File: src/rtl/sprite_line_scheduler_pkg.sv
// Shared definitions for the sprite line scheduler.
// Holds the object-entry byte layout, the FSM state encoding and the default sizes.
// No logic lives here.
package sprite_line_scheduler_pkg;

  localparam int DEFAULT_NUM_OBJ   = 8;
  localparam int DEFAULT_NUM_SLOTS = 4;

  // Object entry layout: {size, offset, y, x}
  localparam int OBJ_X_LSB    = 0;
  localparam int OBJ_Y_LSB    = 8;
  localparam int OBJ_OFS_LSB  = 16;
  localparam int OBJ_SIZE_LSB = 24;

  typedef enum logic [1:0] {
    ST_IDLE    = 2'd0,
    ST_SCAN    = 2'd1,
    ST_PUBLISH = 2'd2
  } state_e;

endpackage

File: src/rtl/sprite_line_scheduler_hit_eval.sv
// Vertical hit test of one object entry against the scanline being prepared.
// Purely combinational, zero latency.
// No flow control.
module sprite_hit_eval (
  input  logic [7:0] obj_y_i,
  input  logic [3:0] obj_size_i,
  input  logic [7:0] line_y_i,
  output logic       hit_o,
  output logic [3:0] row_o
);

  logic [8:0] y_lo;
  logic [8:0] y_hi;
  logic [8:0] line_y;

  // Nine-bit compare so an object near the bottom never wraps onto row 0.
  assign y_lo   = {1'b0, obj_y_i};
  assign y_hi   = y_lo + {5'd0, obj_size_i} + 9'd1;
  assign line_y = {1'b0, line_y_i};
  assign hit_o  = (line_y >= y_lo) && (line_y < y_hi);

  // A hit row is below 16, so the low nibble of the difference is exact.
  assign row_o  = line_y_i[3:0] - obj_y_i[3:0];

endmodule

File: src/rtl/sprite_line_scheduler.sv
// Scans the object table during hblank and publishes up to NUM_SLOTS sprite hits for the next line.
// done is asserted NUM_OBJ+2 cycles after the accepted line_start. Optional macro: SPRITE_SCHED_OVF_IRQ_EN (ovf_irq pulse).
// No backpressure: a line_start that arrives while busy is dropped and flagged in overrun; abort cancels a scan.
module sprite_line_scheduler
  import sprite_line_scheduler_pkg::*;
#(
  parameter int NUM_OBJ   = DEFAULT_NUM_OBJ,
  parameter int NUM_SLOTS = DEFAULT_NUM_SLOTS
) (
  input  logic                                 clk,
  input  logic                                 rst_n,
  input  logic                                 line_start,
  input  logic [7:0]                           next_y,
  input  logic                                 abort,
  output logic                                 obj_rd_en,
  output logic [$clog2(NUM_OBJ)-1:0]           obj_addr,
  input  logic [31:0]                          obj_data,
  output logic                                 busy,
  output logic                                 done,
  output logic [NUM_SLOTS-1:0]                 slot_valid,
  output logic [NUM_SLOTS*$clog2(NUM_OBJ)-1:0] slot_index,
  output logic [NUM_SLOTS*4-1:0]               slot_row,
  output logic                                 overflow,
  output logic                                 overrun,
  input  logic                                 clr_status,
  output logic                                 ovf_irq
);

  localparam int IW = $clog2(NUM_OBJ);
  localparam int CW = $clog2(NUM_SLOTS + 1);
  localparam logic [IW-1:0] LAST_IDX = IW'(NUM_OBJ - 1);

  state_e                 state_q, state_d;
  logic [7:0]             y_q;
  logic                   rd_en_q;
  logic [IW-1:0]          addr_q;
  logic                   ev_vld_q;
  logic [IW-1:0]          ev_idx_q;
  logic [NUM_SLOTS-1:0]   wk_vld_q, wk_vld_d;
  logic [NUM_SLOTS*IW-1:0] wk_idx_q, wk_idx_d;
  logic [NUM_SLOTS*4-1:0] wk_row_q, wk_row_d;
  logic [CW-1:0]          wk_cnt_q, wk_cnt_d;
  logic                   wk_ovf_q, wk_ovf_d;
  logic                   done_q;
  logic [NUM_SLOTS-1:0]   out_vld_q;
  logic [NUM_SLOTS*IW-1:0] out_idx_q;
  logic [NUM_SLOTS*4-1:0] out_row_q;
  logic                   out_ovf_q;
  logic                   overrun_q;

  logic       hit;
  logic [3:0] row;
  logic       start;
  logic       last_ev;
  logic       publish;
  logic       ovr_set;
  logic       obj_unused;

  assign obj_unused = ^{obj_data[31:OBJ_SIZE_LSB+4], obj_data[OBJ_OFS_LSB +: 8],
                        obj_data[OBJ_X_LSB +: 8]};

  sprite_hit_eval u_hit_eval (
    .obj_y_i    (obj_data[OBJ_Y_LSB +: 8]),
    .obj_size_i (obj_data[OBJ_SIZE_LSB +: 4]),
    .line_y_i   (y_q),
    .hit_o      (hit),
    .row_o      (row)
  );

  assign start   = line_start && !abort && (state_q == ST_IDLE);
  assign ovr_set = line_start && !abort && (state_q != ST_IDLE);
  assign last_ev = ev_vld_q && (ev_idx_q == LAST_IDX);
  assign publish = last_ev && !abort;

  // Next state: scan until the last entry is evaluated, then one publish cycle; abort always wins.
  always_comb begin
    state_d = state_q;
    case (state_q)
      ST_IDLE:    if (start) state_d = ST_SCAN;
      ST_SCAN:    if (last_ev) state_d = ST_PUBLISH;
      ST_PUBLISH: state_d = ST_IDLE;
      default:    state_d = ST_IDLE;
    endcase
    if (abort) state_d = ST_IDLE;
  end

  // Working list: append each hit into the next free slot, mark overflow once slots run out.
  always_comb begin
    wk_vld_d = wk_vld_q;
    wk_idx_d = wk_idx_q;
    wk_row_d = wk_row_q;
    wk_cnt_d = wk_cnt_q;
    wk_ovf_d = wk_ovf_q;
    if (ev_vld_q && hit) begin
      if (wk_cnt_q < CW'(NUM_SLOTS)) begin
        for (int s = 0; s < NUM_SLOTS; s++) begin
          if (wk_cnt_q == CW'(s)) begin
            wk_vld_d[s]            = 1'b1;
            wk_idx_d[s*IW +: IW]   = ev_idx_q;
            wk_row_d[s*4 +: 4]     = row;
          end
        end
        wk_cnt_d = wk_cnt_q + 1'b1;
      end else begin
        wk_ovf_d = 1'b1;
      end
    end
  end

  // State, read sequencer, working list and published (held) outputs.
  always_ff @(posedge clk) begin
    if (!rst_n) begin
      state_q   <= ST_IDLE;
      y_q       <= '0;
      rd_en_q   <= 1'b0;
      addr_q    <= '0;
      ev_vld_q  <= 1'b0;
      ev_idx_q  <= '0;
      wk_vld_q  <= '0;
      wk_idx_q  <= '0;
      wk_row_q  <= '0;
      wk_cnt_q  <= '0;
      wk_ovf_q  <= 1'b0;
      done_q    <= 1'b0;
      out_vld_q <= '0;
      out_idx_q <= '0;
      out_row_q <= '0;
      out_ovf_q <= 1'b0;
      overrun_q <= 1'b0;
    end else begin
      state_q  <= state_d;
      ev_vld_q <= rd_en_q && !abort;
      ev_idx_q <= addr_q;
      if (start) begin
        y_q      <= next_y;
        rd_en_q  <= 1'b1;
        addr_q   <= '0;
        wk_vld_q <= '0;
        wk_idx_q <= '0;
        wk_row_q <= '0;
        wk_cnt_q <= '0;
        wk_ovf_q <= 1'b0;
      end else begin
        if (abort) begin
          rd_en_q <= 1'b0;
        end else if (rd_en_q) begin
          addr_q <= addr_q + 1'b1;
          if (addr_q == LAST_IDX) rd_en_q <= 1'b0;
        end
        wk_vld_q <= wk_vld_d;
        wk_idx_q <= wk_idx_d;
        wk_row_q <= wk_row_d;
        wk_cnt_q <= wk_cnt_d;
        wk_ovf_q <= wk_ovf_d;
      end
      done_q <= publish;
      if (publish) begin
        out_vld_q <= wk_vld_d;
        out_idx_q <= wk_idx_d;
        out_row_q <= wk_row_d;
        out_ovf_q <= wk_ovf_d;
      end
      if (ovr_set) overrun_q <= 1'b1;
      else if (clr_status) overrun_q <= 1'b0;
    end
  end

`ifdef SPRITE_SCHED_OVF_IRQ_EN
  logic irq_q;

  // Interrupt pulse alongside done whenever the list being published overflowed.
  always_ff @(posedge clk) begin
    if (!rst_n) irq_q <= 1'b0;
    else        irq_q <= publish && wk_ovf_d;
  end

  assign ovf_irq = irq_q;
`else
  assign ovf_irq = 1'b0;
`endif

  assign obj_rd_en  = rd_en_q;
  assign obj_addr   = addr_q;
  assign busy       = (state_q != ST_IDLE);
  assign done       = done_q;
  assign slot_valid = out_vld_q;
  assign slot_index = out_idx_q;
  assign slot_row   = out_row_q;
  assign overflow   = out_ovf_q;
  assign overrun    = overrun_q;

endmodule
File: config.mk
export PLATFORM = sky130hd
export DESIGN_NAME = sprite_line_scheduler
export DESIGN_NICKNAME = d
export VERILOG_FILES = /design/src/rtl/sprite_line_scheduler_pkg.sv /design/src/rtl/sprite_line_scheduler_hit_eval.sv /design/src/rtl/sprite_line_scheduler.sv
export SDC_FILE = /design/constraint.sdc
export NUM_CORES = 1
export LEC_CHECK = 0
export CORE_MARGIN = 4
export CORE_UTILIZATION = 35
export CTS_BUF_LIST = sky130_fd_sc_hd__clkbuf_16
export DETAILED_ROUTE_END_ITERATION = 6
export PLACE_DENSITY = 0.71
export SYNTH_ARGS = -nofsm -noshare
export SYNTH_HDL_FRONTEND = slang
export SYNTH_HIERARCHICAL = 1
export SYNTH_SLANG_ARGS = --single-unit
File: constraint.sdc
create_clock -name clk -period 6.4 [get_ports clk]
set_input_delay 1.28 -clock clk [delete_from_list [all_inputs] [get_ports clk]]
set_output_delay 1.28 -clock clk [all_outputs]
set_load 0.01 [all_outputs]
==> qor.csv <==
metric;value;unit
CTS max path bufs;2;
Clock H-tree levels;3;
RR Startpoint;y_q[0];
Clock Latency Late Sink;0.33;ns
vias in the first global route;3064;
Critical Path, Cell by Cell;clkdlybuf4s50_1 -> inv_1 -> ha_1 -> inv_1 -> fa_1 -> a21o_1 -> a21oi_2 -> nor3_2 -> xnor2_1 -> ha_1 -> nand3_1 -> nor2_1 -> o32ai_1 -> o31a_1 -> nand4b_1 -> mux2i_1 -> a211oi_1;
min Tclk post-route;5.11;ns
FMAX;196;MHz
CTS tree;built;
fill count;1051;
#FFs+latches synth;89;
RR Endpoint;slot_row[9];
vias per cell;5.13;
Slew HR;0.161;
startpoint types;input port;
HPWL after detailed placement;6200;um
commonest non-fill, non-tap cell in the layout;dfxtp_1;
outcome;completed;
initial detailed-routing violation count;168;
I/O pins;86;
Syn Nets;460;
DRT Wirelength;8730;um
Inserted Clock Buffers;9;
most frequent cells in the layout;dfxtp_1 (89), clkdlybuf4s50_1 (64), a21oi_1 (46), nor2_1 (38), mux2i_1 (32);
Synth warnings;6;
crit path to;slot_row[9];
CTS root buffer;clkbuf_16;
Die Height;113;um
final worst path period share;0.799;
Mapped Avg Cell Area;10.1;sq um
R2R cell count;10;
Min-Delay Path Class;reg2reg;
die width;113;um
leakage;1.99;nW
crit path launch;obj_data[8];
Gate Count Post-Synth;386;
# port buffers;64;
Final Net Count;513;
PD cells;242;nW/um^2
post-synth cell types;49;
sequential-to-total area share from yosys stat;0.459;
max-cap check violation count;0;
initial core utilization;0.358;
Post-CTS Hold Buffers;0;
Worst EP required;6.58;ns
Mapped Area;3880;sq um
crit path max fanout;9;
r2r setup slk;3.30;ns
wire per inst;15.0;um
Fin Clk Skew;0.00687;ns
largest net degree at the start of global routing;40;
Hold Fails Final Rpt;0;
CP peak stage delay;0.61;ns
CP endpoint kind;register;
pre-CTS WS;0.913;ns
area leader, netlist;dfxtp_1;
FP Rows;38;
clk sinks;89;
fin worst setup slack;1.29;ns
Slew @ Worst Pin;1.26;ns
setup bufs post-CTS;0;
Overflow after GRT;0;
global-route wire length before repair;14400;um
Synth area leaders;dfxtp_1 (46%), ha_1 (8.7%), mux2i_1 (8.2%);
post-cts gate resize count;0;
setup TNS;0;ns
slowest cell on the critical path;nand4b_1;
peak supply drop;0.183;mV
routability cong.;0.810;
share of cells above drive strength 1;0.0609;
Pins Over Slew Limit;0;
RSZ-0062 raised after global routing;no;
Final setup viols;0;
critical path arrival;5.29;ns
initial antenna violation count;0;
area of the die;12800;sq um
Clock Pin Slew Worst Setup and Hold Paths;0.06;ns
Area Overhead vs Synth;25.1;%
area of the core;10800;sq um
Total GRT Usage;0.137;
Routed Antenna Nets;0;
critical path class;in2reg;
DRC;0;
via count;2988;
drt first pass iters;4;
post-synth top area share;0.459;
antenna cells;0;
placed insts;568;
Non-Filler Instances;583;
==> cells by family after synthesis <==
family,count (synthesis),share of synthesized area
buf+inv,51,0.0641
flops,89,0.459
fa+ha+maj,29,0.0973
other cells,1,0.000965
simple gates,71,0.0957
xor+xnor,10,0.0225
mux,32,0.0824
compound gates,103,0.178
==> report_power, final <==
group	total [W]	switching, W	internal, W	leakage (nW)
Combinational	0.0000960	0.0000533	0.0000427	1.13
Clock	0.000516	0.000214	0.000302	0.138
Sequential	0.000562	0.00000392	0.000558	0.718
==> per-stage QoR <==
stage / power [W] / util / instance area (sq um) / hold slack, ns
after detailed placement: 0.000670 / 0.421 / 4570 / 0.444
final: 0.00117 / 0.448 / 4860 / 0.449
after floorplan: 0.000636 / - / 3880 / 0.424
after global routing: 0.00121 / 0.448 / 4860 / 0.479
after CTS: 0.00119 / 0.448 / 4860 / 0.458
after global placement: 0.000666 / 0.421 / 4570 / 0.434
==> synthesized netlist by cell type (all sizes together) <==
cell	n
and4	1
a21oi	48
nand2	2
xnor2	9
o31a	1
o21ai	2
o32ai	1
xor2	1
nand3	4
a22o	8
a31oi	1
a21o	3
buf	22
nand2b	3
nor2b	1
a211oi	30
a21boi	1
or2	1
and4b	1
a21bo	1
nor4b	1
o2111ai	1
a32oi	1
dfxtp	89
nand4b	5
mux2i	32
nand3b	2
inv	26
nor4	1
nor2	39
o211ai	1
and2	5
nor3	2
conb	1
clkbuf	2
a311oi	4
ha	27
fa	2
clkinv	1
nand4	3
==> layout make-up <==
type / instances / area (sq um) / share of cell area
clock buffer: 9 / 225 / 0.0463
clock inverter: 6 / 67.6 / 0.0139
inverter: 27 / 101 / 0.0208
multi-input combinational: 246 / 1850 / 0.381
sequential: 89 / 1780 / 0.367
tap: 140 / 175 / 0.0360
timing repair buffer: 66 / 656 / 0.135
==> flip-flops by register name (all words and copies together) (netlist names) <==
| name | count |
|---|---|
| wk_ovf_q | 1 |
| obj_rd_en | 1 |
| slot_valid | 4 |
| overflow | 1 |
| wk_vld_q | 4 |
| wk_cnt_q | 3 |
| obj_addr | 3 |
| done | 1 |
| wk_row_q | 16 |
| overrun | 1 |
| slot_index | 12 |
| state_q | 2 |
| slot_row | 16 |
| y_q | 8 |
| wk_idx_q | 12 |
| ev_vld_q | 1 |
| ev_idx_q | 3 |
==> routing by layer <==
metal	track usage	up-vias	wire length, um
met4	0.0369	0	123
li1	-	1472	-
met3	0.0428	13	382
met2	0.242	66	4420
met5	0	-	0
met1	0.159	1437	3800
==> critical path: cells and delay by family <==
family          cells  cell delay (ns)
buf+inv             3             0.56
mux                 1             0.44
fa+ha+maj           3             0.84
xor+xnor            1             0.12
simple gates        4             0.86
compound gates      5             1.18
==> worst min path at each step <==
stage | from | endpoint | cells after the start
4_1_cts | wk_ovf_q | wk_ovf_q | 2
2_1_floorplan | wk_ovf_q | wk_ovf_q | 2
6_report | wk_ovf_q | wk_ovf_q | 2
3_3_place_gp | wk_ovf_q | wk_ovf_q | 2
5_1_grt | wk_vld_q[0] | wk_vld_q[0] | 2
3_5_place_dp | wk_ovf_q | wk_ovf_q | 2
Power figures use the tool's default switching activity.
